**config.mk**
```make
export PLATFORM = sky130hd
export DESIGN_NAME = ps2_kbd_tx_flat
export DESIGN_NICKNAME = d
export VERILOG_FILES = /design/src/rtl/ps2_kbd_tx_if.sv /design/src/rtl/ps2_kbd_tx.sv /design/src/flat_wrapper.sv
export SDC_FILE = /design/constraint.sdc
export NUM_CORES = 1
export LEC_CHECK = 0
export CORE_MARGIN = 2
export CORE_UTILIZATION = 60
export DETAILED_ROUTE_END_ITERATION = 8
export HOLD_SLACK_MARGIN = 0.15
export PLACE_DENSITY = 0.79
export SETUP_SLACK_MARGIN = 0.4
export SLEW_MARGIN = 20
export SYNTH_ARGS = -nofsm -noshare
export SYNTH_HDL_FRONTEND = slang
export SYNTH_SLANG_ARGS = --single-unit
```
**constraint.sdc**
```tcl
create_clock -name clk -period 2.5 [get_ports clk]
set_clock_uncertainty 0.05 [all_clocks]
set_input_delay 0.625 -clock clk [delete_from_list [all_inputs] [get_ports clk]]
set_output_delay 0.625 -clock clk [all_outputs]
set_load 0.02 [all_outputs]
```
**src/rtl/ps2_kbd_tx_if.sv**
```systemverilog
// Write-side bus of the PS/2 keyboard-end frame transmitter.
// The producer (master) pushes scan-code bytes; the transmitter (slave)
// reports FIFO full and a one-cycle overflow pulse for dropped writes.
interface ps2_kbd_tx_if;
  logic       wr_en;
  logic [7:0] wr_data;
  logic       full;
  logic       overflow;

  modport master (
    output wr_en,
    output wr_data,
    input  full,
    input  overflow
  );

  modport slave (
    input  wr_en,
    input  wr_data,
    output full,
    output overflow
  );
endinterface

```
**src/rtl/ps2_kbd_tx.sv**
```systemverilog
// PS/2 device-side (keyboard-end) frame transmitter.
// Queued scan-code bytes are serialised as 11-bit PS/2 frames
// (start, d0..d7, odd parity, stop) on ps2_clk/ps2_data. A host inhibit
// before the stop bit aborts the frame and the same byte is resent later.
module ps2_kbd_tx #(
  parameter int CLK_DIV    = 4,
  parameter int GAP_CYCLES = 8,
  parameter int FIFO_DEPTH = 8
) (
  input  logic         clk,
  input  logic         clrn,
  ps2_kbd_tx_if.slave  bus,
  input  logic         inhibit,
  output logic         busy,
  output logic         ps2_clk,
  output logic         ps2_data
);

  localparam int PTR_W   = $clog2(FIFO_DEPTH);
  localparam int CNT_MAX = (CLK_DIV > GAP_CYCLES) ? CLK_DIV : GAP_CYCLES;
  localparam int CNT_W   = $clog2(CNT_MAX + 1);

  localparam logic [CNT_W-1:0] DIV_LAST  = CNT_W'(CLK_DIV - 1);
  localparam logic [CNT_W-1:0] GAP_LAST  = CNT_W'(GAP_CYCLES - 1);
  localparam logic [CNT_W-1:0] CNT_ZERO  = CNT_W'(0);
  localparam logic [CNT_W-1:0] CNT_ONE   = CNT_W'(1);
  localparam logic [PTR_W:0]   DEPTH_CNT = (PTR_W + 1)'(FIFO_DEPTH);
  localparam logic [PTR_W:0]   COUNT_ONE = (PTR_W + 1)'(1);
  localparam logic [PTR_W:0]   COUNT_ZERO = (PTR_W + 1)'(0);
  localparam logic [PTR_W-1:0] PTR_ONE   = PTR_W'(1);
  localparam logic [PTR_W-1:0] PTR_ZERO  = PTR_W'(0);

  typedef enum logic [1:0] {
    IDLE  = 2'd0,
    SETUP = 2'd1,
    LOW   = 2'd2,
    GAP   = 2'd3
  } state_t;

  // PS/2 uses odd parity: the parity bit makes the count of ones odd.
  function automatic logic odd_parity(input logic [7:0] data);
    odd_parity = ~^data;
  endfunction

  // Frame word, transmitted from bit 0 upward: start, d0..d7, parity, stop.
  function automatic logic [10:0] make_frame(input logic [7:0] data);
    make_frame = {1'b1, odd_parity(data), data, 1'b0};
  endfunction

  // ---------------- write FIFO ----------------
  logic [7:0]       mem_r [FIFO_DEPTH];
  logic [PTR_W-1:0] wr_ptr_r;
  logic [PTR_W-1:0] rd_ptr_r;
  logic [PTR_W:0]   count_r;
  logic [PTR_W:0]   count_nxt_s;
  logic             full_r;
  logic             overflow_r;
  logic             push_s;
  logic             pop_s;
  logic             empty_s;

  // Full is taken from the registered flag, so a write while full is
  // dropped even when the frame engine pops in the same cycle.
  assign push_s  = bus.wr_en & ~full_r;
  assign empty_s = (count_r == COUNT_ZERO);

  // Occupancy after this cycle's push/pop.
  always_comb begin
    count_nxt_s = count_r;
    if (push_s && !pop_s) begin
      count_nxt_s = count_r + COUNT_ONE;
    end else if (pop_s && !push_s) begin
      count_nxt_s = count_r - COUNT_ONE;
    end else begin
      count_nxt_s = count_r;
    end
  end

  // Storage array; contents need no reset because the pointers define validity.
  always_ff @(posedge clk) begin
    if (push_s) begin
      mem_r[wr_ptr_r] <= bus.wr_data;
    end
  end

  // FIFO pointers, occupancy and the registered full/overflow flags.
  always_ff @(posedge clk or posedge clrn) begin
    if (clrn) begin
      wr_ptr_r   <= PTR_ZERO;
      rd_ptr_r   <= PTR_ZERO;
      count_r    <= COUNT_ZERO;
      full_r     <= 1'b0;
      overflow_r <= 1'b0;
    end else begin
      if (push_s) begin
        wr_ptr_r <= wr_ptr_r + PTR_ONE;
      end
      if (pop_s) begin
        rd_ptr_r <= rd_ptr_r + PTR_ONE;
      end
      count_r    <= count_nxt_s;
      full_r     <= (count_nxt_s == DEPTH_CNT);
      overflow_r <= bus.wr_en & full_r;
    end
  end

  assign bus.full     = full_r;
  assign bus.overflow = overflow_r;

  // ---------------- frame FSM ----------------
  state_t           state_r;
  state_t           state_nxt_s;
  logic [CNT_W-1:0] cnt_r;
  logic [CNT_W-1:0] cnt_nxt_s;
  logic [3:0]       bit_idx_r;
  logic [3:0]       bit_idx_nxt_s;
  logic [10:0]      shift_r;
  logic [10:0]      shift_nxt_s;
  logic             abort_s;
  logic             ps2_clk_nxt_s;
  logic             ps2_data_nxt_s;
  logic             busy_r;
  logic             ps2_clk_r;
  logic             ps2_data_r;

  // Inhibit only matters before the stop bit; once bit 10 is on the wire
  // the frame counts as delivered.
  assign abort_s = inhibit & (bit_idx_r <= 4'd9);

  // Next-state, divider and shift-register control.
  always_comb begin
    state_nxt_s   = state_r;
    cnt_nxt_s     = cnt_r;
    bit_idx_nxt_s = bit_idx_r;
    shift_nxt_s   = shift_r;
    pop_s         = 1'b0;
    case (state_r)
      IDLE: begin
        if (!empty_s && !inhibit) begin
          state_nxt_s   = SETUP;
          shift_nxt_s   = make_frame(mem_r[rd_ptr_r]);
          bit_idx_nxt_s = 4'd0;
          cnt_nxt_s     = CNT_ZERO;
        end else begin
          state_nxt_s = IDLE;
          cnt_nxt_s   = CNT_ZERO;
        end
      end
      SETUP: begin
        if (abort_s) begin
          state_nxt_s = GAP;
          cnt_nxt_s   = CNT_ZERO;
        end else if (cnt_r == DIV_LAST) begin
          state_nxt_s = LOW;
          cnt_nxt_s   = CNT_ZERO;
        end else begin
          cnt_nxt_s = cnt_r + CNT_ONE;
        end
      end
      LOW: begin
        if (abort_s) begin
          state_nxt_s = GAP;
          cnt_nxt_s   = CNT_ZERO;
        end else if (cnt_r == DIV_LAST) begin
          cnt_nxt_s = CNT_ZERO;
          if (bit_idx_r == 4'd10) begin
            // Stop bit clocked out: the head byte is now delivered.
            pop_s       = 1'b1;
            state_nxt_s = GAP;
          end else begin
            bit_idx_nxt_s = bit_idx_r + 4'd1;
            shift_nxt_s   = {1'b1, shift_r[10:1]};
            state_nxt_s   = SETUP;
          end
        end else begin
          cnt_nxt_s = cnt_r + CNT_ONE;
        end
      end
      GAP: begin
        if (cnt_r == GAP_LAST) begin
          state_nxt_s = IDLE;
          cnt_nxt_s   = CNT_ZERO;
        end else begin
          cnt_nxt_s = cnt_r + CNT_ONE;
        end
      end
      default: begin
        state_nxt_s = IDLE;
        cnt_nxt_s   = CNT_ZERO;
      end
    endcase
  end

  // Line levels for the coming cycle, decoded from the next state so the
  // pins themselves can be flops.
  always_comb begin
    ps2_clk_nxt_s  = 1'b1;
    ps2_data_nxt_s = 1'b1;
    case (state_nxt_s)
      SETUP: begin
        ps2_clk_nxt_s  = 1'b1;
        ps2_data_nxt_s = shift_nxt_s[0];
      end
      LOW: begin
        ps2_clk_nxt_s  = 1'b0;
        ps2_data_nxt_s = shift_nxt_s[0];
      end
      IDLE, GAP: begin
        ps2_clk_nxt_s  = 1'b1;
        ps2_data_nxt_s = 1'b1;
      end
      default: begin
        ps2_clk_nxt_s  = 1'b1;
        ps2_data_nxt_s = 1'b1;
      end
    endcase
  end

  // FSM state, divider, shift register and registered line/busy outputs.
  always_ff @(posedge clk or posedge clrn) begin
    if (clrn) begin
      state_r    <= IDLE;
      cnt_r      <= CNT_ZERO;
      bit_idx_r  <= 4'd0;
      shift_r    <= 11'h7FF;
      busy_r     <= 1'b0;
      ps2_clk_r  <= 1'b1;
      ps2_data_r <= 1'b1;
    end else begin
      state_r    <= state_nxt_s;
      cnt_r      <= cnt_nxt_s;
      bit_idx_r  <= bit_idx_nxt_s;
      shift_r    <= shift_nxt_s;
      busy_r     <= (state_nxt_s != IDLE);
      ps2_clk_r  <= ps2_clk_nxt_s;
      ps2_data_r <= ps2_data_nxt_s;
    end
  end

  assign busy     = busy_r;
  assign ps2_clk  = ps2_clk_r;
  assign ps2_data = ps2_data_r;

endmodule

```
**src/flat_wrapper.sv**
```systemverilog
// flat-port wrapper written by rule: the top's interface ports become plain ports
module ps2_kbd_tx_flat 
#(
  parameter int CLK_DIV    = 4,
  parameter int GAP_CYCLES = 8,
  parameter int FIFO_DEPTH = 8
)
  (clk, clrn, inhibit, busy, ps2_clk, ps2_data, bus_wr_en, bus_wr_data, bus_full, bus_overflow);
  ps2_kbd_tx_if bus_i ();
  input  logic clk;
  input  logic clrn;
  input  logic inhibit;
  output logic busy;
  output logic ps2_clk;
  output logic ps2_data;
  input wire logic [$bits(bus_i.wr_en)-1:0] bus_wr_en;
  input wire logic [$bits(bus_i.wr_data)-1:0] bus_wr_data;
  output wire logic [$bits(bus_i.full)-1:0] bus_full;
  output wire logic [$bits(bus_i.overflow)-1:0] bus_overflow;
  assign bus_i.wr_en = bus_wr_en;
  assign bus_i.wr_data = bus_wr_data;
  assign bus_full = bus_i.full;
  assign bus_overflow = bus_i.overflow;
  ps2_kbd_tx #(.CLK_DIV(CLK_DIV), .GAP_CYCLES(GAP_CYCLES), .FIFO_DEPTH(FIFO_DEPTH)) u_core (.clk(clk), .clrn(clrn), .bus(bus_i), .inhibit(inhibit), .busy(busy), .ps2_clk(ps2_clk), .ps2_data(ps2_data));
endmodule
```
==> results by group <==
Setup path
  – Reg2Reg Depth: 9
  – Worst setup SP type: register
  – Worst-path maximum fanout: 6
  – RR Endpoint: u_core.bus.full
  – Crit path buf inv count: 2
  – CP Class: register to register
  – Required @ worst endpoint: 2720 ps
  – Critical path cell sequence: buf_4 > ha_4 > o21bai_4 > a21boi_4 > nor4b_4 > buf_4 > mux2i_1 > xor2_1 > nor4b_4
  – Slowest CP cell: dfrtp_1
  – Largest delay share family, worst path: simple AND/OR/NAND/NOR gates
  – Critical path data arrival time: 2410 ps
  – Worst setup path start: u_core.bit_idx_r[0]
  – RR Startpoint: u_core.bit_idx_r[0]
  – CP max stage delay: 420 ps
  – Reg2Reg Setup Slack: 310 ps
  – Setup crit end kind: register

Finish
  – Fillers: 446
  – Multi-input logic area: 1670 sq um
  – Post-layout nets: 386
  – Finished Cell Area: 5430 sq um
  – Register area: 2840 sq um
  – Layout cell share with drive strength beyond 1: 0.330
  – Commonest cells after routing, fill and taps aside: 64 x edfxtp_1, 32 x buf_4, 23 x nand2_1
  – P&R area growth vs syn: 22.0%
  – # diodes: 0
  – Final cell count without fillers: 463
  – Commonest non-fill, non-tap cell in the layout: edfxtp_1

Timing
  – Max-slew violations: 0
  – Fin crit share: 0.875
  – Setup TNS: 0 ps
  – Peak Freq: 457 MHz
  – Final setup violation count: 0
  – Setup ws final: 311 ps
  – Slew margin rel.: 0.487
  – Hold Fails Final Rpt: 0
  – RSZ-0062 raised after global routing: true
  – Period minus WS final: 2190 ps
  – Least-Margin Pin Slew: 770 ps

Min path
  – Min-delay worst type: register to register
  – Hold endpoint: u_core.shift_r[2]
  – Hold Crit Depth: 2
  – Hold wc startpoint: u_core.shift_r[2]

Synth
  – Adder-Cell Fraction of Synth Area: 0.0445
  – Syn_nets: 329
  – EDFF count, synth: 64
  – YS warnings: 0
  – Mapped Avg Cell Area: about 15 sq um
  – Mux cell area share after synthesis: 0.113
  – Post-synthesis sequential area ratio: 0.638
  – Main combinational cell family by area after synthesis: multiplexers
  – Primary FF master, synth: edfxtp_1
  – Post-synthesis simple-gate area fraction: 0.0900
  – Cell area after synthesis: 4450 sq um
  – Synth Area in Compound Gates: 0.0512
  – Synth cell types: 47
  – Asr flop ratio synth: 0.360
  – Synthesized instance count: approximately 300
  – Flops & latches, synth: 100
  – Xor/xnor cell area share of the yosys netlist: 0.0352

Flow run
  – Max-Cap Viols: 0

Global routing
  – First-pass GRT wire length: 13.2 mm
  – Grt total ovfl: 0
  – Initial antenna violation count: 0
  – Largest net degree at the start of global routing: 37
  – Vias in the first global route: 2634
  – Gr usage total: 0.211

Routing
  – WL final: 8.17 mm
  – Initial DRC Count: 146
  – Vias/cell: between 5 and 6
  – Wire length on met1: 3.27 mm
  – Antenna viol nets, final: 0
  – Avg WL per Cell: 17.7 um
  – Met2 WL post-DR: 4.54 mm
  – Uppermost layer routed: met4
  – Via Count: 2570
  – Drc violations: 0
  – Met3 wire length: 250 um
  – DRT Pass-1 Iters: 4

Place
  – HPWL after detailed placement: 5.02 mm
  – Post-place setup slack: -124 ps
  – Dpl cells: 427
  – Placed cell area: 4880 sq um
  – Number of port buffers: 16
  – GPL Wtd Cong: 0.779

Clock network
  – CTS Buf Count: 9
  – Clk pin slew, worst setup/hold paths: 110 ps
  – Clk sink count: 100
  – H-Tree Level Count: 3
  – Clk buf depth: 2
  – CTS root buf: clkbuf_8
  – CTS tree: yes
  – CTS Hold Buffers Added: 0
  – Worst-Skew Late Latency: 360 ps

Power
  – Power Density: 903 nW/um^2
  – VDD IR-drop max: roughly 0.55 mV
  – Design Power: 4900 uW
  – Leakage: ~0.0020 uW

Die
  – Area of the die: roughly 8100 sq um
  – Row cnt: 31
  – Initial Util: 0.616
  – Width of the die: 90.1 um
  – Core Area: 7210 sq um
  – # IOs: 17
  – Die extent in y: 90.1 um

Status
  – Status: finished clean
## Yosys cell counts (5+ instances only)
| library cell | instances | share of area |
|---|---|---|
| a21oi_1 | 17 | 0.019 |
| clkbuf_1 | 5 | 0.0042 |
| dfrtp_1 | 23 | 0.13 |
| dfstp_2 | 13 | 0.077 |
| edfxtp_1 | 64 | 0.43 |
| ha_1 | 15 | 0.042 |
| inv_1 | 14 | 0.012 |
| mux2i_1 | 9 | 0.020 |
| mux4_1 | 5 | 0.030 |
| mux4_2 | 11 | 0.056 |
| nand2_1 | 23 | 0.019 |
| nand2b_1 | 6 | 0.0084 |
| nand3_1 | 5 | 0.0056 |
| nor2_1 | 21 | 0.018 |
| nor3_1 | 5 | 0.0056 |
| o21ai_1 | 9 | 0.010 |
| xnor2_1 | 11 | 0.022 |
| xor2_1 | 5 | 0.0098 |
## flip-flops by register name, summed over array words and instances (netlist names)
| signal | count |
|---|---|
| u_core.mem_r | 64 |
| u_core.shift_r | 11 |
| u_core.bit_idx_r | 4 |
| u_core.cnt_r | 4 |
| u_core.count_r | 4 |
| u_core.rd_ptr_r | 3 |
| u_core.wr_ptr_r | 3 |
| u_core.state_r | 2 |
| u_core.bus.full | 1 |
| u_core.bus.overflow | 1 |
| u_core.busy | 1 |
| u_core.ps2_clk | 1 |
| u_core.ps2_data | 1 |
## power by group
group / switching (uW) / internal [uW]
registers: 178 / 2120
clock network: 599 / 393
logic: 894 / 717
## layout make-up
cell class,count,area share
flip-flops and latches,100,0.523
multi-input cells,177,0.308
repair buffers,57,0.100
clock buffers,9,0.0228
well taps,99,0.0228
clock inverters,7,0.0131
inverters,14,0.00968
## layer usage
layer  track usage  vias up
li1              -     1220
met1         0.261     1291
met2         0.383       47
met3        0.0310       12
met4        0.0692        0
met5             0        -
## how the worst max path moves through the flow
stage | cells past startpoint | end | slack, ps
finish | 9 | u_core.bus.full | 310
global route | 8 | u_core.bus.full | 180
CTS | 8 | u_core.shift_r[9] | 320
detailed placement | 9 | u_core.ps2_data | -120
global placement | 9 | u_core.ps2_data | -70
floorplan | 8 | u_core.bus.full | 350
## stage by stage
stage                     hold WS, ps   util
after floorplan                   381      -
final                             422  0.752
after global placement            400  0.676
after CTS                         421  0.738
after global routing              435  0.752
after detailed placement          407  0.676
## worst reg2reg max path, delay by kind of cell, from the launching register on
family                   cells  cell delay (ps)
AO/OA/AOI/OAI                2              250
XOR/XNOR                     1              220
adder cells (fa/ha/maj)      1              160
buffers and inverters        2              340
flip-flops                   1              420
multiplexers                 1              230
AND/OR/NAND/NOR              2              440
## cell families (layout without fill, tap and decap cells)
| family | Yosys count | count (layout) |
|---|---|---|
| DFF | 100 | 100 |
| and+or+nand+nor | 78 | 78 |
| AOI/OAI and AO/OA | 39 | 39 |
| muxes | 27 | 27 |
| buffers and inverters | 25 | 87 |
| xor gates and xnor gates | 17 | 17 |
| adders and majority gates | 16 | 16 |
## repair_timing
action                                  CTS  global route
endpoints found under the setup margin   21            16
buffers inserted                         14             4
cloned                                    1             1
pin swaps                                14             8
gates resized for setup                  29            16
Note: power is estimated with default switching activity, not from simulation.
